**src/rtl/gcd_pkg.sv**
```systemverilog
// Shared FSM state encoding for the Euclid GCD engine.
package gcd_pkg;

    localparam int STATE_W = 3;

    localparam logic [STATE_W-1:0] ST_IDLE = 3'd0;
    localparam logic [STATE_W-1:0] ST_TEST = 3'd1;
    localparam logic [STATE_W-1:0] ST_SWAP = 3'd2;
    localparam logic [STATE_W-1:0] ST_SUB  = 3'd3;
    localparam logic [STATE_W-1:0] ST_DONE = 3'd4;

endpackage

```
**src/rtl/gcd_datapath.sv**
```systemverilog
// Operand registers, comparison flags, subtract/swap path and result register for gcd_unit.
module gcd_datapath
    import gcd_pkg::*;
#(
    parameter int WIDTH = 8
) (
    input  logic             clk_i,
    input  logic             rst_i,
    input  logic             load_i,
    input  logic             swap_i,
    input  logic             sub_i,
    input  logic             latch_i,
    input  logic [WIDTH-1:0] a_in_i,
    input  logic [WIDTH-1:0] b_in_i,
    output logic             a_zero_o,
    output logic             b_zero_o,
    output logic             eq_o,
    output logic             lt_o,
    output logic [WIDTH-1:0] result_o
);

    logic [WIDTH-1:0] a_q, a_d;
    logic [WIDTH-1:0] b_q, b_d;
    logic [WIDTH-1:0] result_q, result_d;

    assign a_zero_o = (a_q == {WIDTH{1'b0}});
    assign b_zero_o = (b_q == {WIDTH{1'b0}});
    assign eq_o     = (a_q == b_q);
    assign lt_o     = (a_q < b_q);
    assign result_o = result_q;

    // Next operand values: load, swap or subtract; the FSM only subtracts when a >= b.
    always_comb begin
        a_d = a_q;
        b_d = b_q;
        if (load_i) begin
            a_d = a_in_i;
            b_d = b_in_i;
        end else if (swap_i) begin
            a_d = b_q;
            b_d = a_q;
        end else if (sub_i) begin
            a_d = a_q - b_q;
        end else begin
            a_d = a_q;
            b_d = b_q;
        end
    end

    // Result capture on termination; gcd(0,x) is x.
    always_comb begin
        if (latch_i) begin
            result_d = a_zero_o ? b_q : a_q;
        end else begin
            result_d = result_q;
        end
    end

    // Datapath state registers.
    always_ff @(posedge clk_i or posedge rst_i) begin
        if (rst_i) begin
            a_q      <= {WIDTH{1'b0}};
            b_q      <= {WIDTH{1'b0}};
            result_q <= {WIDTH{1'b0}};
        end else begin
            a_q      <= a_d;
            b_q      <= b_d;
            result_q <= result_d;
        end
    end

endmodule

```
**src/rtl/gcd_unit.sv**
```systemverilog
// Euclid GCD engine (subtract/swap) with start/busy/done handshake.
// Optional step counter port 'steps' enabled by defining GCD_STEP_COUNT_EN.
module gcd_unit
    import gcd_pkg::*;
#(
    parameter int WIDTH = 8
`ifdef GCD_STEP_COUNT_EN
    ,
    parameter int CNT_W = 16
`endif
) (
    input  logic             clk,
    input  logic             rst,
    input  logic             start,
    input  logic [WIDTH-1:0] a_in,
    input  logic [WIDTH-1:0] b_in,
    output logic             busy,
    output logic             done,
    output logic [WIDTH-1:0] result
`ifdef GCD_STEP_COUNT_EN
    ,
    output logic [CNT_W-1:0] steps
`endif
);

    logic [STATE_W-1:0] state_q, state_d;
    logic               busy_q, busy_d;
    logic               done_q, done_d;
    logic               load_s, swap_s, sub_s, latch_s;
    logic               a_zero_s, b_zero_s, eq_s, lt_s;

    gcd_datapath #(
        .WIDTH(WIDTH)
    ) u_datapath (
        .clk_i   (clk),
        .rst_i   (rst),
        .load_i  (load_s),
        .swap_i  (swap_s),
        .sub_i   (sub_s),
        .latch_i (latch_s),
        .a_in_i  (a_in),
        .b_in_i  (b_in),
        .a_zero_o(a_zero_s),
        .b_zero_o(b_zero_s),
        .eq_o    (eq_s),
        .lt_o    (lt_s),
        .result_o(result)
    );

    // FSM next state and datapath enables.
    always_comb begin
        state_d = state_q;
        load_s  = 1'b0;
        swap_s  = 1'b0;
        sub_s   = 1'b0;
        latch_s = 1'b0;
        case (state_q)
            ST_IDLE: begin
                if (start) begin
                    load_s  = 1'b1;
                    state_d = ST_TEST;
                end else begin
                    state_d = ST_IDLE;
                end
            end
            ST_TEST: begin
                if (a_zero_s || b_zero_s || eq_s) begin
                    latch_s = 1'b1;
                    state_d = ST_DONE;
                end else if (lt_s) begin
                    state_d = ST_SWAP;
                end else begin
                    state_d = ST_SUB;
                end
            end
            ST_SWAP: begin
                swap_s  = 1'b1;
                state_d = ST_SUB;
            end
            ST_SUB: begin
                sub_s   = 1'b1;
                state_d = ST_TEST;
            end
            ST_DONE: begin
                state_d = ST_IDLE;
            end
            default: begin
                state_d = ST_IDLE;
            end
        endcase
    end

    // Handshake outputs are registered alongside the state they decode.
    always_comb begin
        busy_d = (state_d != ST_IDLE);
        done_d = (state_d == ST_DONE);
    end

    // FSM and handshake registers.
    always_ff @(posedge clk or posedge rst) begin
        if (rst) begin
            state_q <= ST_IDLE;
            busy_q  <= 1'b0;
            done_q  <= 1'b0;
        end else begin
            state_q <= state_d;
            busy_q  <= busy_d;
            done_q  <= done_d;
        end
    end

    assign busy = busy_q;
    assign done = done_q;

`ifdef GCD_STEP_COUNT_EN
    logic [CNT_W-1:0] steps_q, steps_d;

    // Step counter: cleared on accepted start, saturating count of compute cycles.
    always_comb begin
        if (load_s) begin
            steps_d = {CNT_W{1'b0}};
        end else if (((state_q == ST_TEST) || (state_q == ST_SWAP) || (state_q == ST_SUB))
                     && (steps_q != {CNT_W{1'b1}})) begin
            steps_d = steps_q + {{(CNT_W-1){1'b0}}, 1'b1};
        end else begin
            steps_d = steps_q;
        end
    end

    // Step counter register.
    always_ff @(posedge clk or posedge rst) begin
        if (rst) begin
            steps_q <= {CNT_W{1'b0}};
        end else begin
            steps_q <= steps_d;
        end
    end

    assign steps = steps_q;
`endif

endmodule

```
**config.mk**
```make
export PLATFORM = sky130hd
export DESIGN_NAME = gcd_unit
export DESIGN_NICKNAME = d
export VERILOG_FILES = /design/src/rtl/gcd_pkg.sv /design/src/rtl/gcd_datapath.sv /design/src/rtl/gcd_unit.sv
export SDC_FILE = /design/constraint.sdc
export NUM_CORES = 1
export LEC_CHECK = 0
export CORE_MARGIN = 10
export CORE_UTILIZATION = 50
export CTS_CLUSTER_SIZE = 8
export DETAILED_ROUTE_END_ITERATION = 8
export GPL_ROUTABILITY_DRIVEN = 0
export HOLD_SLACK_MARGIN = 0.05
export PLACE_DENSITY = 0.75
export SYNTH_ARGS = -nofsm -noshare
export SYNTH_HDL_FRONTEND = slang
export SYNTH_SLANG_ARGS = --single-unit
```
**constraint.sdc**
```tcl
create_clock -name clk -period 4.28 [get_ports clk]
set_clock_uncertainty 0.15 [all_clocks]
set_input_delay 0.428 -clock clk [delete_from_list [all_inputs] [get_ports clk]]
set_output_delay 0.428 -clock clk [all_outputs]
set_load 0.01 [all_outputs]
```
* Word level (Yosys, flattened, before mapping)
Index checks and enable logic that the tools add are counted.
** Word-level totals
- Register bits :: 29
- Bits in latches :: 0
- RAM bits :: 0
- Memory bits (read-only) :: 0
- Input bits :: 19
- Output and inout bits :: 10
- Memories :: 0
** Cells by class
- Add/sub/neg operators :: 1
- Multipliers :: 0
- Div/mod/pow operators :: 0
- $lt $le $gt $ge :: 1
- Equality and inequality tests :: 5
- Shift-type cells :: 0
- Muxes and demuxes :: 16
- Bitwise operators :: 0
- Reduce and logical (&&, ||, !) cells :: 8
** Operators with widths (count)
- $mux 8 :: 6
- $logic_not 8->1 :: 2
- $pmux 3 s4 :: 1
- $eq 8x8->1 :: 1
- $lt 8x8->1 :: 1
- $mux 1 :: 8
- $sub 8x8->8 :: 1
- $eq 3x2->1 const B :: 2
- $reduce_bool 3->1 :: 2
- $eq 3x1->1 const B :: 1
- $eq 3x3->1 const B :: 1
- $logic_not 3->1 :: 1
- $mux 3 :: 1
- $logic_or 1x1->1 :: 2
- $reduce_bool 2->1 :: 1

* Depth between registers and ports, before layout
Gate-level depths: netlist (run 1).
- Word-level depth :: 6
- Gate-level depth with buffers :: 8
- Mapped depth without buffers :: 8

* Modules after synthesis
A second synthesis (run 1) with hierarchy kept.
** Unflattened totals
- Cell total of the unflattened synthesis :: 198
- Area, all modules :: 1730.4 um2
** Modules (own cells, without submodules)
- gcd_datapath :: instances 1, cells each 177, area an instance 1512.7 um2, sequential area each 600.6 um2
- gcd_unit :: instances 1, cells each 21, area an instance 217.7 um2, sequential area each 125.1 um2

* Worst setup path after synthesis (run 1)
No wires, ideal clock.
- Path type :: reg-to-reg
- Start :: register u_datapath.b_q[2]
- End :: register state_q[0]
- Library setup time :: 0.154 ns
- Data arrival time :: 1.710 ns
- Data required time :: 3.976 ns
- Setup slack :: 2.266 ns
- Cell stages (with the launch flop) :: 8
- Period minus slack after synthesis :: 2.014 ns
- Cells stage by stage :: dfrtp_1 inv_1 ha_1 nor2b_1 o31a_1 o21a_1 o311ai_0 o311ai_0
** Between the ends
- Word-level cells in the longest chain between the ends :: 5
** RTL lines
- from (decl) :: RTL line gcd_datapath.sv:23 : logic [WIDTH-1:0] b_q, b_d;
- from (signal assigned) :: RTL line gcd_datapath.sv:63 : b_q <= {WIDTH{1'b0}};
- parallel branches: the longest is 3 deep, another holds $lt 8x8->1
- $mux 3 * :: RTL line gcd_unit.sv:67 : if (a_zero_s || b_zero_s || eq_s) begin
- $pmux 3 s4 * :: RTL line gcd_unit.sv:57 : case (state_q)
- via state_d[0] :: RTL line gcd_unit.sv:26 : logic [STATE_W-1:0] state_q, state_d;
- to (signal assigned) :: RTL line gcd_unit.sv:106 : state_q <= state_d;
- to (decl) :: RTL line gcd_unit.sv:26
Mark *: on every way through the listed nets, which the timed path passes.
A chain may end at the register's enable or synchronous reset.

* Worst setup path after layout (run 1)
- Start :: register u_datapath.b_q[3]
- End :: register u_datapath.result_q[6], in the netlist u_datapath.result_o[6]
** Between the ends
- Word-level cells in the longest chain between the ends :: 5
** RTL lines
- $logic_not 8->1 :: RTL line gcd_datapath.sv:27 : assign b_zero_o = (b_q == {WIDTH{1'b0}});
- $logic_or 1x1->1 :: RTL line gcd_unit.sv:67
- $logic_or 1x1->1 * :: RTL line gcd_unit.sv:67
- $mux 1 * :: RTL line gcd_unit.sv:67
- $mux 1 * :: RTL line gcd_unit.sv:57
- to (signal assigned) :: RTL line gcd_datapath.sv:64 : result_q <= {WIDTH{1'b0}};
- to (signal assigned) :: RTL line gcd_datapath.sv:68 : result_q <= result_d;
- to (decl) :: RTL line gcd_datapath.sv:24 : logic [WIDTH-1:0] result_q, result_d;
Mark *: on every way between the ends. The rest lies on a longest branch, timed or not.

==> impl_results.md, run 1 <==
- Highest-delay cell along the critical path: dfrtp_1
- Pwr/cell area: 895.0 nW/um^2
- Worst-path clk slew: 0.06 ns
- GRT Overall Usage: 0.1704
- Clk_lat worst skew: 0.29 ns
- Postcts setup bufs: 0
- Cell variety after synth: 47
- Hold slack: 0.3430 ns
- Syn nets: 228
- Worst setup EP type: flop
- Row Count: 21
- Fill count: 298
- Register Area: 725.7 um^2
- Area leader, netlist: dfrtp_1
- Peak supply drop: 0.4371 mV
- Synth Area per Inst: 9.153 um^2
- Crit path kind: flop to flop
- Clock buffer count from CTS: 5
- Clock Path Buffers: 2
- Full die area: 6481 um^2
- Area Overhead vs Synth: 22.15%
- Hold path depth: 1
- GRT overflow: 0
- Critical Path Source Type: flop
- Initial antenna violation count: 0
- CP bufs+invs: 1
- Num ports: 29
- Critical Path Fanout Max: 7
- Hold buffer count at cts: 0
- Largest cells by area after synthesis: dfrtp_1 40%, o21ai_0 6.0%, ha_1 5.5%, a22oi_1 3.7%, inv_1 2.9%
- Die W: 80.51 um
- Die Height: 80.51 um
- Critical Path Stages: 7
- Post-route ant nets: 0
- RSZ-0062 raised after global routing: no
- Final net count: 254
- Diode count: 0
- Yosys top cell area share: 0.3964
- DPL Wire Length: 3.783 mm
- Fmax: 0.4364 GHz
- Most common cell after layout, fill and taps aside: dfrtp_1
- Status: finished clean
- Root cell of the clock tree: clkbuf_8
- Crit path cell chain: inv_1, ha_1, nand4_1, nor2_1, o22ai_4, a21boi_0, o32a_2
- First-pass GRT wire length: 8.728 mm
- Most frequent cells in the layout: 29 x dfrtp_1, 28 x clkdlybuf4s50_1, 22 x o21ai_0
- Post-Route WL: 5.095 mm
- H-tree Lvls: 2
- CTS Sinks: 29
- Yosys reg bits: 29
- Worst endpoint required time: 4.30 ns
- Minimum clock period after layout: 2.291 ns
- R2R depth: 7
- Port Buffers: 28
- Vias post-DR: 1694
- Relative slew margins: 0.2562
- TritonCTS clock tree: done
- # Max-Cap Violations: 0
- Leak: 0.0009325 uW
- Cell family with most CP delay: compound AO/OA/AOI/OAI gates
- DR pass1 iterations: 4
- Multi-input gate area: 1018 um^2
- Pin count of the biggest net entering global routing: 30
- Synthesis Warnings: 0
- Async set or reset register ratio after synthesis: 1.000
- Core area: 3442 um^2
- Post-synth EDFFs: 0
- CP max stage delay: 0.42 ns
- Via density: 6.205
- Period utilization: 0.5354
- DR WL/cell: 18.66 um
- Arr. time, crit path: 2.31 ns
- Iter 0 DRT Violations: 185
- Initial Utilization: 0.5318
- Cells after Synth: 200
- Max-slew violations: 0
- Layout cell share with drive strength beyond 1: 0.09251
- CTS resizes: 0
- Final Non-Filler Cells: 273
- Setup-failing EPs final: 0
- Sequential area share after synthesis: 0.3964
- Fin. Hold Viols: 0
- Worst slew pin tran: 1.115 ns
- Setup TNS: 0 ns
- DRC viols: 0
- HP Class: flop to flop
- Synthesized area: 1831 um^2
- Vias in the first global route: 1776
- Main synth FF type: dfrtp_1
- Inst Count DP: 265
Yosys cell counts (2+ instances only):
library cell  count
a211oi_1          4
a211o_1           3
o32a_1            3
a21oi_1           7
o32a_2            4
o22ai_1           3
nor2_1           13
nor2b_1           2
clkbuf_1          9
nand2b_1          4
ha_1              8
o21a_1            2
nand3_1           2
a21boi_0          4
a22oi_1           9
o31a_1            2
nand4_1           2
a21o_1            4
nand2_1          13
o21ai_0          22
nor3_1            7
or4_1             3
dfrtp_1          29
o311ai_0          2
a21boi_1          2
inv_1            14
or3_1             2
xor2_1            2
worst reg2reg max path, delay by kind of cell (launching register included):
family                   cells  cell delay [ns]
AO/OA/AOI/OAI                3             0.65
adder cells (fa/ha/maj)      1             0.40
buffers and inverters        1             0.11
flip-flops                   1             0.42
AND/OR/NAND/NOR              2             0.46
per-layer routing:
metal  global-route usage  vias up  part of all wire  wire length (um)
met5                    0        -                 0                 0
met4              0.07394        0             0.016                80
met3              0.05457        8             0.093               476
met2               0.2619       81              0.47              2404
met1               0.2124      806              0.42              2133
li1                     -      799                 -                 -
where the power goes:
| part | switching, uW | internal (uW) |
|---|---|---|
| Sequential | 187 | 408 |
| Combinational | 631 | 521 |
| Clock | 110 | 145 |
| Total | 927 | 1070 |
path summary, 6_finish.rpt:
check | from | to | slack [ns]
setup / recovery | u_datapath.b_q[3] | u_datapath.result_o[6] | 1.99
hold / removal | u_datapath.result_o[5] | u_datapath.result_o[5] | 0.34
setup reg to reg | u_datapath.b_q[3] | u_datapath.result_o[6] | 1.99
hold reg to reg | u_datapath.result_o[5] | u_datapath.result_o[5] | 0.34
max in group asynchronous | rst | u_datapath.a_q[7] | 2.73
min in group asynchronous | rst | u_datapath.result_o[1] | 0.58
layout make-up:
class | instances | area share
flip-flops and latches | 29 | 0.3246
clock inverters | 1 | 0.002238
inverters | 14 | 0.02350
clock buffers | 7 | 0.04309
repair buffers | 28 | 0.1254
multi-input cells | 148 | 0.4555
well taps | 46 | 0.02574
flip-flops by register name (all words and copies together), names as in the netlist:
register	cells
u_datapath.a_q	8
done	1
state_q	3
u_datapath.b_q	8
busy	1
u_datapath.result_o	8
metrics by stage:
stage          setup slack, ns  instance area (um^2)  power, uW    util
3_5_place_dp             1.945                  2135       1714  0.6201
4_1_cts                  2.032                  2236       1984  0.6496
2_1_floorplan            2.266                  1831       1367       -
6_report                 1.989                  2236       2001  0.6496
3_3_place_gp             2.012                  2135       1682  0.6201
5_1_grt                  1.871                  2236       2161  0.6496
logic make-up after synthesis:
group           count (synthesis)  synth area share
flops                          29            0.3964
compound gates                 77            0.2987
mux                             2           0.01162
xor+xnor                        3           0.01436
buf+inv                        23           0.04716
fa+ha+maj                       9           0.06562
simple gates                   57            0.1661
(Power assumes the default switching activity.)
==> run 2: changes to the inputs <==
==> constraint.sdc (replaced) <==
create_clock -name clk -period 2.33 [get_ports clk]
set_clock_uncertainty 0.15 [all_clocks]
set_input_delay 0.233 -clock clk [delete_from_list [all_inputs] [get_ports clk]]
set_output_delay 0.233 -clock clk [all_outputs]
set_load 0.01 [all_outputs]
==> run 2 against run 1 <==
Effect of this change: sequential cell count did not move; largest cell class unchanged; global-route usage rose by 0.29 points; clock-buffer cell count unchanged; register-to-register slack worse by 1.9 ns; total power up 88%; critical endpoint is now u_datapath.a_q[6]; non-clock buffer count grew 9; die area unchanged; critical path depth unchanged; cell count grew 2.9%; critical path type unchanged; hold slack lost 0.16 ns; sequential power increased by 75%.
==> impl_results.md, run 2 (synthesized netlist as in run 1, its figures left out) <==
- Cell family with most CP delay: adder cells
- Relative slew margins: 0.6334
- Initial Utilization: 0.5318
- Fill count: 286
- DR pass1 iterations: 4
- Area Overhead vs Synth: 25.91%
- Critical Path Source Type: flop
- CP max stage delay: 0.46 ns
- Worst endpoint required time: 2.35 ns
- FF-to-FF setup slack: 0.11 ns
- Most frequent cells in the layout: 29 x dfrtp_1, 28 x clkdlybuf4s50_1, 22 x o21ai_0
- Die Height: 80.51 um
- DPL Wire Length: 3.996 mm
- Core area: 3442 um^2
- Reg2reg start: u_datapath.b_q[0]
- Period utilization: 0.9541
- Via density: 6.146
- Minimum clock period after layout: 2.223 ns
- Peak supply drop: 0.6508 mV
- Num ports: 29
- Post-Route WL: 5.277 mm
- Hold buffer count at cts: 0
- Row Count: 21
- # Max-Cap Violations: 0
- Vias post-DR: 1727
- Worst setup EP type: flop
- R2R depth: 7
- DRC viols: 0
- Final net count: 263
- Total Power: 3752 uW
- Status: finished clean
- Critical Path Fanout Max: 5
- HP Class: primary input to async pin
- Initial antenna violation count: 0
- Setup WS pre-CTS: 0.07735 ns
- First-pass GRT wire length: 8.728 mm
- GRT overflow: 0
- Pwr/cell area: 1628 nW/um^2
- Final WS setup: 0.1070 ns
- Reg-to-Reg End: u_datapath.a_q[6]
- H-tree Lvls: 2
- Pin count of the biggest net entering global routing: 30
- Hold slack: 0.1879 ns
- Layout cell share with drive strength beyond 1: 0.1319
- Clock Path Buffers: 2
- Die W: 80.51 um
- CTS Sinks: 29
- Iter 0 DRT Violations: 133
- Fin. Hold Viols: 0
- Clock buffer count from CTS: 5
- Most common cell after layout, fill and taps aside: dfrtp_1
- Setup-failing EPs final: 0
- Post-route ant nets: 0
- CP bufs+invs: 0
- TritonCTS clock tree: done
- Crit path kind: flop to flop
- Arr. time, crit path: 2.24 ns
- Max-slew violations: 0
- Diode count: 0
- Highest-delay cell along the critical path: dfrtp_1
- Leak: 0.0009684 uW
- Worst slew pin tran: 0.5487 ns
- Clk_lat worst skew: 0.28 ns
- Vias in the first global route: 1810
- Port Buffers: 28
- DR WL/cell: 18.78 um
- Register Area: 725.7 um^2
- GRT Overall Usage: 0.1733
- Fmax: 0.4498 GHz
- Multi-input gate area: 1035 um^2
- Crit path cell chain: ha_1, fa_1, nor2b_1, o31a_1, o21a_1, mux2i_1, nor3_1
- Root cell of the clock tree: clkbuf_8
- Full die area: 6481 um^2
- Worst-path clk slew: 0.06 ns
-- run 2: cell types whose count changed in the layout (fill, tap and decap cells not counted) --
cell      previous run  this run
buf_4                0         9
clkbuf_1             0         1
nor3_1               7         6
a21oi_2              0         1
clkbuf_8             7         6
clkinv_2             1         0
o311ai_0             2         1
nor2_1              13        12
a21oi_1              7         6
nor2_4               1         2
o311ai_1             0         1
nor3_2               1         2
-- run 2: worst reg2reg max path, delay by kind of cell (launching register included) --
| family | cells | cell delay (ns) |
|---|---|---|
| adders and majority gates | 2 | 0.67 |
| muxes | 1 | 0.20 |
| AOI/OAI and AO/OA | 2 | 0.35 |
| and+or+nand+nor | 2 | 0.29 |
| DFF | 1 | 0.46 |
-- run 2: repair_timing --
item | CTS | global route
hold endpoints to repair | 0 | 0
endpoints found under the setup margin | 0 | 9
gates resized for setup | 0 | 5
setup buffers | 0 | 2
-- run 2: worst max path at each step --
| stage | start | cells past startpoint | endpoint |
|---|---|---|---|
| after CTS | u_datapath.b_q[2] | 7 | u_datapath.a_q[5] |
| after global routing | u_datapath.b_q[6] | 7 | u_datapath.result_o[2] |
| after floorplan | u_datapath.b_q[2] | 7 | state_q[0] |
| after detailed placement | u_datapath.b_q[2] | 7 | state_q[0] |
| final | u_datapath.b_q[0] | 7 | u_datapath.a_q[6] |
| after global placement | u_datapath.b_q[2] | 7 | state_q[0] |
-- run 2: metrics by stage --
step	TNS, ns	utilization	cells	instance area (um^2)
after floorplan	0	-	200	1831
after global placement	0	0.6354	272	2187
after detailed placement	0	0.6354	272	2187
after CTS	0	0.6605	279	2273
after global routing	-0.01579	0.6696	281	2305
final	0	0.6696	281	2305
-- run 2: layout make-up --
class / instances / share of cell area
multi-input cells: 148 / 0.4490
flip-flops and latches: 29 / 0.3149
repair buffers: 37 / 0.1509
clock buffers: 7 / 0.03746
well taps: 46 / 0.02497
inverters: 14 / 0.02280
-- run 2: where the power goes --
group	internal, uW	switching, uW	leakage (uW)	total (uW)
clock network	234	185	0.0000443	419
registers	752	284	0.000351	1040
logic	1050	1250	0.000573	2300
-- run 2: layer usage --
layer | global-route usage | up-vias | wire length, um
li1 | - | 816 | -
met2 | 0.2691 | 88 | 2470
met5 | 0 | - | 0
met1 | 0.1965 | 809 | 2103
met4 | 0.1004 | 0 | 155
met3 | 0.06904 | 14 | 547
